**config.mk**
```make
export PLATFORM = sky130hd
export DESIGN_NAME = lbi_matvec_rows
export DESIGN_NICKNAME = d
export VERILOG_FILES = /design/src/rtl/lbi_pkg.sv /design/src/rtl/lbi_masked_sum.sv /design/src/rtl/lbi_matvec_rows.sv
export SDC_FILE = /design/constraint.sdc
export NUM_CORES = 2
export LEC_CHECK = 0
export CORE_AREA = 2 2 489 491
export CTS_CLUSTER_SIZE = 28
export DETAILED_ROUTE_END_ITERATION = 7
export DIE_AREA = 0 0 491 493
export PLACE_DENSITY = 0.52
export SETUP_SLACK_MARGIN = 0.3
export SYNTH_ARGS = -nofsm -noshare
export SYNTH_HDL_FRONTEND = slang
export SYNTH_HIERARCHICAL = 1
export SYNTH_SLANG_ARGS = --single-unit
```
**constraint.sdc**
```tcl
create_clock -name clk -period 5.85 [get_ports clk]
set_clock_uncertainty 0.2 [all_clocks]
set_input_delay 1.755 -clock clk [delete_from_list [all_inputs] [get_ports clk]]
set_output_delay 1.755 -clock clk [all_outputs]
set_load 0.01 [all_outputs]
```
**src/rtl/lbi_pkg.sv**
```systemverilog
// Shared types and helpers for the LBI matrix-vector row engine.
package lbi_pkg;

    localparam int ELEM_W_DEFAULT = 6;

    typedef enum logic [1:0] {
        IDLE = 2'd0,
        RUN  = 2'd1,
        DONE = 2'd2
    } lbi_state_e;

    // Beats per job: message bits rounded up to whole chunks.
    function automatic int lbi_nchunk(input int msg_w, input int chunk_w);
        return (msg_w + chunk_w - 1) / chunk_w;
    endfunction

endpackage

```
**src/rtl/lbi_masked_sum.sv**
```systemverilog
// Combinational masked sum of CHUNK_W elements through a balanced adder tree,
// every node ELEM_W wide so each add wraps modulo 2^ELEM_W.
module lbi_masked_sum #(
    parameter int CHUNK_W = 16,
    parameter int ELEM_W  = 6
) (
    input  logic [CHUNK_W-1:0]        mask,
    input  logic [CHUNK_W*ELEM_W-1:0] elem,
    output logic [ELEM_W-1:0]         sum
);

    localparam int LVL    = (CHUNK_W <= 1) ? 0 : $clog2(CHUNK_W);
    localparam int LEAVES = 1 << LVL;

    // Level 0 holds the masked leaves, padded with zero up to a power of two.
    for (genvar l = 0; l <= LVL; l++) begin : g_lvl
        logic [(LEAVES >> l)*ELEM_W-1:0] v;
        if (l == 0) begin : g_leaf
            for (genvar i = 0; i < LEAVES; i++) begin : g_in
                if (i < CHUNK_W) begin : g_used
                    assign v[i*ELEM_W +: ELEM_W] = mask[i] ? elem[i*ELEM_W +: ELEM_W] : '0;
                end else begin : g_pad
                    assign v[i*ELEM_W +: ELEM_W] = '0;
                end
            end
        end else begin : g_node
            for (genvar i = 0; i < (LEAVES >> l); i++) begin : g_add
                assign v[i*ELEM_W +: ELEM_W] = g_lvl[l-1].v[(2*i)*ELEM_W +: ELEM_W]
                                             + g_lvl[l-1].v[(2*i+1)*ELEM_W +: ELEM_W];
            end
        end
    end

    assign sum = g_lvl[LVL].v[ELEM_W-1:0];

endmodule

```
**src/rtl/lbi_matvec_rows.sv**
```systemverilog
// NROWS parallel masked inner products mod 2^ELEM_W over a captured message,
// fed by a valid/ready stream of random elements, one chunk per beat.
//
// state | meaning
// IDLE  | waiting for start; message capture on accept
// RUN   | accepting random beats, accumulating each row
// DONE  | result held on out_data until out_ready
module lbi_matvec_rows
    import lbi_pkg::*;
#(
    parameter int MSG_W   = 840,
    parameter int CHUNK_W = 16,
    parameter int ELEM_W  = ELEM_W_DEFAULT,
    parameter int NROWS   = 4
) (
    input  logic                              clk,
    input  logic                              reset_n,
    input  logic [MSG_W-1:0]                  msg_in,
    input  logic                              start,
    output logic                              busy,
    input  logic [NROWS*CHUNK_W*ELEM_W-1:0]   rand_data,
    input  logic                              rand_valid,
    output logic                              rand_ready,
    output logic [NROWS*ELEM_W-1:0]           out_data,
    output logic                              out_valid,
    input  logic                              out_ready
);

    localparam int NCHUNK = lbi_nchunk(MSG_W, CHUNK_W);
    localparam int PAD_W  = NCHUNK * CHUNK_W;
    localparam int CNT_W  = (NCHUNK > 1) ? $clog2(NCHUNK) : 1;

    lbi_state_e state_q, state_d;

    logic [CNT_W-1:0]        cnt_q;
    logic [PAD_W-1:0]        msg_q;
    logic [ELEM_W-1:0]       acc_q    [NROWS];
    logic [ELEM_W-1:0]       acc_next [NROWS];
    logic [ELEM_W-1:0]       row_sum  [NROWS];
    logic [NROWS*ELEM_W-1:0] acc_next_flat;
    logic [NROWS*ELEM_W-1:0] out_data_q;
    logic                    start_acc;
    logic                    beat;
    logic                    last_beat;

    assign start_acc = (state_q == IDLE) && start;
    assign beat      = rand_valid && rand_ready;
    assign last_beat = (cnt_q == CNT_W'(NCHUNK - 1));

    // The message shifts down a chunk per beat, so the low chunk is always the live mask.
    for (genvar r = 0; r < NROWS; r++) begin : g_row
        lbi_masked_sum #(
            .CHUNK_W (CHUNK_W),
            .ELEM_W  (ELEM_W)
        ) u_sum (
            .mask (msg_q[CHUNK_W-1:0]),
            .elem (rand_data[r*CHUNK_W*ELEM_W +: CHUNK_W*ELEM_W]),
            .sum  (row_sum[r])
        );
        assign acc_next[r] = acc_q[r] + row_sum[r];
        assign acc_next_flat[r*ELEM_W +: ELEM_W] = acc_next[r];
    end

    always_ff @(posedge clk or negedge reset_n) begin
        if (!reset_n) begin
            state_q <= IDLE;
        end else begin
            state_q <= state_d;
        end
    end

    always_comb begin
        state_d = state_q;
        case (state_q)
            IDLE:    if (start) state_d = RUN;
            RUN:     if (beat && last_beat) state_d = DONE;
            DONE:    if (out_ready) state_d = IDLE;
            default: state_d = IDLE;
        endcase
    end

    always_comb begin
        busy       = 1'b0;
        rand_ready = 1'b0;
        out_valid  = 1'b0;
        case (state_q)
            RUN: begin
                busy       = 1'b1;
                rand_ready = 1'b1;
            end
            DONE: begin
                busy      = 1'b1;
                out_valid = 1'b1;
            end
            default: ;
        endcase
    end

    always_ff @(posedge clk or negedge reset_n) begin
        if (!reset_n) begin
            cnt_q      <= '0;
            msg_q      <= '0;
            out_data_q <= '0;
            for (int r = 0; r < NROWS; r++) acc_q[r] <= '0;
        end else if (start_acc) begin
            cnt_q <= '0;
            msg_q <= PAD_W'(msg_in);
            for (int r = 0; r < NROWS; r++) acc_q[r] <= '0;
        end else if (beat) begin
            cnt_q <= cnt_q + CNT_W'(1);
            msg_q <= msg_q >> CHUNK_W;
            for (int r = 0; r < NROWS; r++) acc_q[r] <= acc_next[r];
            if (last_beat) out_data_q <= acc_next_flat;
        end
    end

    assign out_data = out_data_q;

endmodule

```
==> metrics.yaml <==
timing:
  maxSlewViolCount: 0
  relSlewSlack_pct: 38.5
  rsz0062_at_grt: "yes"
  fmax_ghz: 0.142
  post-route-period-util_pct: 120
  worstMarginPinSlew_ns: 0.923
  timing.final.ws_setup_ns: -1.17
  fin_tns_setup_ns: -16.81
  final-hold-violation-count: 0
  setup_viol: 24
  hold_slack_ns: 0.289
  min_period_ns: 7.02
final_layout:
  area_delta_synth_final_pct: 46.2
  finalNonFillerCells: 10388
  nNetsFinal: 8618
  final_core_util_pct: 30.6
  num-fill-cells: 25316
  drive_above_1_share_pct: 13.9
drt:
  drc: 0
  routedWlPerCell_um: 23.4
  vias: 46169
  dr.pass1.iters: 5
  first_iter_violations: 3348
  viasPerCell: 4.44
  routed_wirelength_um: 243000
  postRouteAntennaNets: 0
worst_hold_path:
  hold_path_class: "reg2reg"
clocking:
  clkLatencyLatePin_ns: 0.79
  cts_tree: "yes"
  postCtsHoldBufs: 0
  cts_htree_levels: 3
  clk_pin_slew_ns: 0.06
  cts_num_sinks: 896
  clk_path_buf_depth: 3
  clockRootBuffer: "clkbuf_16"
  cts_buffers: 108
global_route:
  grt_max_degree: 167
  grt_first_pass_wirelength_um: 344000
  antenna_found_initial: 113
  met1_usage_pct: 23.0
  grt_util_met3_pct: 5.04
  gr-usage-met2_pct: 33.2
  grt_overflow_total: 0
  grt_pass1_vias: 47481
  grt_usage_pct: 19.6
  grt_busiest_layer: "met2"
synth:
  synth_edf_count: 0
  synth_cell_types: 39
  synth_cells: 5851
  avgSynthCellArea_um2: 8.47
  ys_seq_area_share_pct: 45.3
  synth_top_area_cell: "dfrtp_1"
  syn_area_um2: 49500
  synth_top_flop_cell: "dfrtp_1"
  synth_top_family_by_area: "simple AND/OR/NAND/NOR gates"
  async_flop_share_pct: 100
  synth_fa_ha_area_share_pct: 11.5
  syn-num-nets: 7391
  synth_mux_area_share_pct: 0.515
  synth_xor_area_share_pct: 2.79
  synth_top_area_share_pct: 45.3
  ys_seq_elements: 896
  yosys_warnings: 6
  ys_top_cells_by_area: "dfrtp_1 (45%), nand2_1 (15%), a31oi_1 (10%)"
  synth_compound_area_share_pct: 11.6
  synthSimpleGateAreaFrac_pct: 23.3
flow_run:
  drv_cap: 0
floorplan:
  dieArea_um2: 242000
  core_region_area_um2: 237000
  rows: 179
  start_util_pct: 20.9
  pin_count: 1256
  die-width_um: 491
  dieHeight_um: 493
setup_path:
  arrival_ns: 7.42
  cp.required_ns: 6.25
  worst-path-max-fanout: 2
  setup.worst_path.start_class: "input port"
  end_kind: "flip-flop"
  crit_type: "in2reg"
placed_design:
  post-dp-hpwl_um: 194000
  gp_congestion: 1.02
  port-buffer-count: 1255
  dp_cells: 10126
outcome:
  status: "complete, but fails checks"
  violations: "setup timing"
-- synth_stat cells, types with 2 or more instances --
library cell	count
and2_1	145
ha_1	71
a22o_1	16
a21o_1	12
xor3_1	4
fa_1	240
nor2_1	840
mux2_2	4
buf_1	27
xnor2_1	105
xnor3_1	4
nand2_2	5
nand2_1	1924
and2_2	7
a21oi_1	29
mux2_4	14
xnor2_2	4
xor2_1	24
nor3b_1	6
clkbuf_1	247
nand4_1	3
dfrtp_1	896
buf_2	103
buf_6	3
a31oi_1	828
inv_1	244
o21ai_0	16
a221oi_1	2
nor2b_1	5
nand3_1	4
a211oi_1	9
or4b_1	2
or3b_2	2
-- worst max-delay path: stages --
cell and delay [ns]:
clkdlybuf4s15_1 0.17, nand2_2 0.06, fa_2 0.56, fa_2 0.61, inv_2 0.04, fa_1 0.48
fa_2 0.59, fa_1 0.45, fa_1 0.51, buf_4 0.16, buf_6 0.10, buf_6 0.11
fa_2 0.47, ha_4 0.30, o21ai_2 0.07, or4b_4 0.57, a31oi_4 0.23, xnor2_2 0.14
nor2_1 0.05
-- final timing paths --
kind | startpoint | end | slack (ns) | cells after the start
max | rand_data[267] | acc_q[11] | -1.17 | 19
min | out_data[8] | out_data[8] | 0.29 | 2
max reg2reg | msg_q[3] | acc_q[5] | -0.75 | 23
min reg2reg | out_data[8] | out_data[8] | 0.29 | 2
max in group asynchronous | reset_n | msg_q[651] | 3.28 | 2
min in group asynchronous | reset_n | msg_q[138] | 0.74 | 1
-- metal layers --
layer / wire (um) / up-vias
met5: 605 / -
met3: 16200 / 393
met2: 117000 / 1529
met4: 11900 / 90
met1: 96800 / 22604
li1: - / 21553
-- through the flow --
| stage | setup slack [ns] | instance area (um2) |
|---|---|---|
| 3_5_place_dp | -2.25 | 67500 |
| 6_report | -1.17 | 72400 |
| 5_1_grt | -1.27 | 72400 |
| 3_3_place_gp | -2.27 | 67500 |
| 2_1_floorplan | -1.38 | 50000 |
| 4_1_cts | -1.05 | 72100 |
-- registers in the layout (all words and copies together), names as in the netlist --
signal,cells
out_data,24
msg_q,840
acc_q,24
cnt_q,6
state_q,2
-- layout by cell type (no fill, tap or decap), drive strengths merged, types with 134 or more instances in the layout --
master and n:
buf 301, nand2 1929, dlygate4sd2 134, and2 152, a31oi 828, inv 247
clkdlybuf4s50 992, fa 240, dfrtp 896, clkbuf 162, nor2 840
-- cells by family (layout without fill, tap and decap cells) --
group / after synthesis / in the layout
muxes: 18 / 18
AOI/OAI and AO/OA: 915 / 915
adders and majority gates: 311 / 311
DFF: 896 / 896
xor gates and xnor gates: 141 / 141
other: 0 / 59
and+or+nand+nor: 2946 / 2946
buffers and inverters: 624 / 1935
-- final cells by class --
cell class | instances | area [um2] | share of cell area, %
antenna | 59 | 148 | 0.204
multi-input combinational | 4331 | 26200 | 36.2
clock inverter | 47 | 817 | 1.13
inverter | 244 | 918 | 1.27
tap | 3167 | 3960 | 5.47
sequential | 896 | 22400 | 31.0
clock buffer | 147 | 3110 | 4.29
timing repair buffer | 1497 | 14800 | 20.5
-- repair_timing --
item / CTS / global route
pin swaps: 357 / 100
gates resized for setup: 828 / 135
endpoints found under the hold margin: 0 / 0
setup endpoints to repair: 38 / 35
setup buffers: 6 / 3
Power is left out: the tool's default activity adds up to more than one toggle a clock period on the data nets, which glitch-free logic cannot reach.
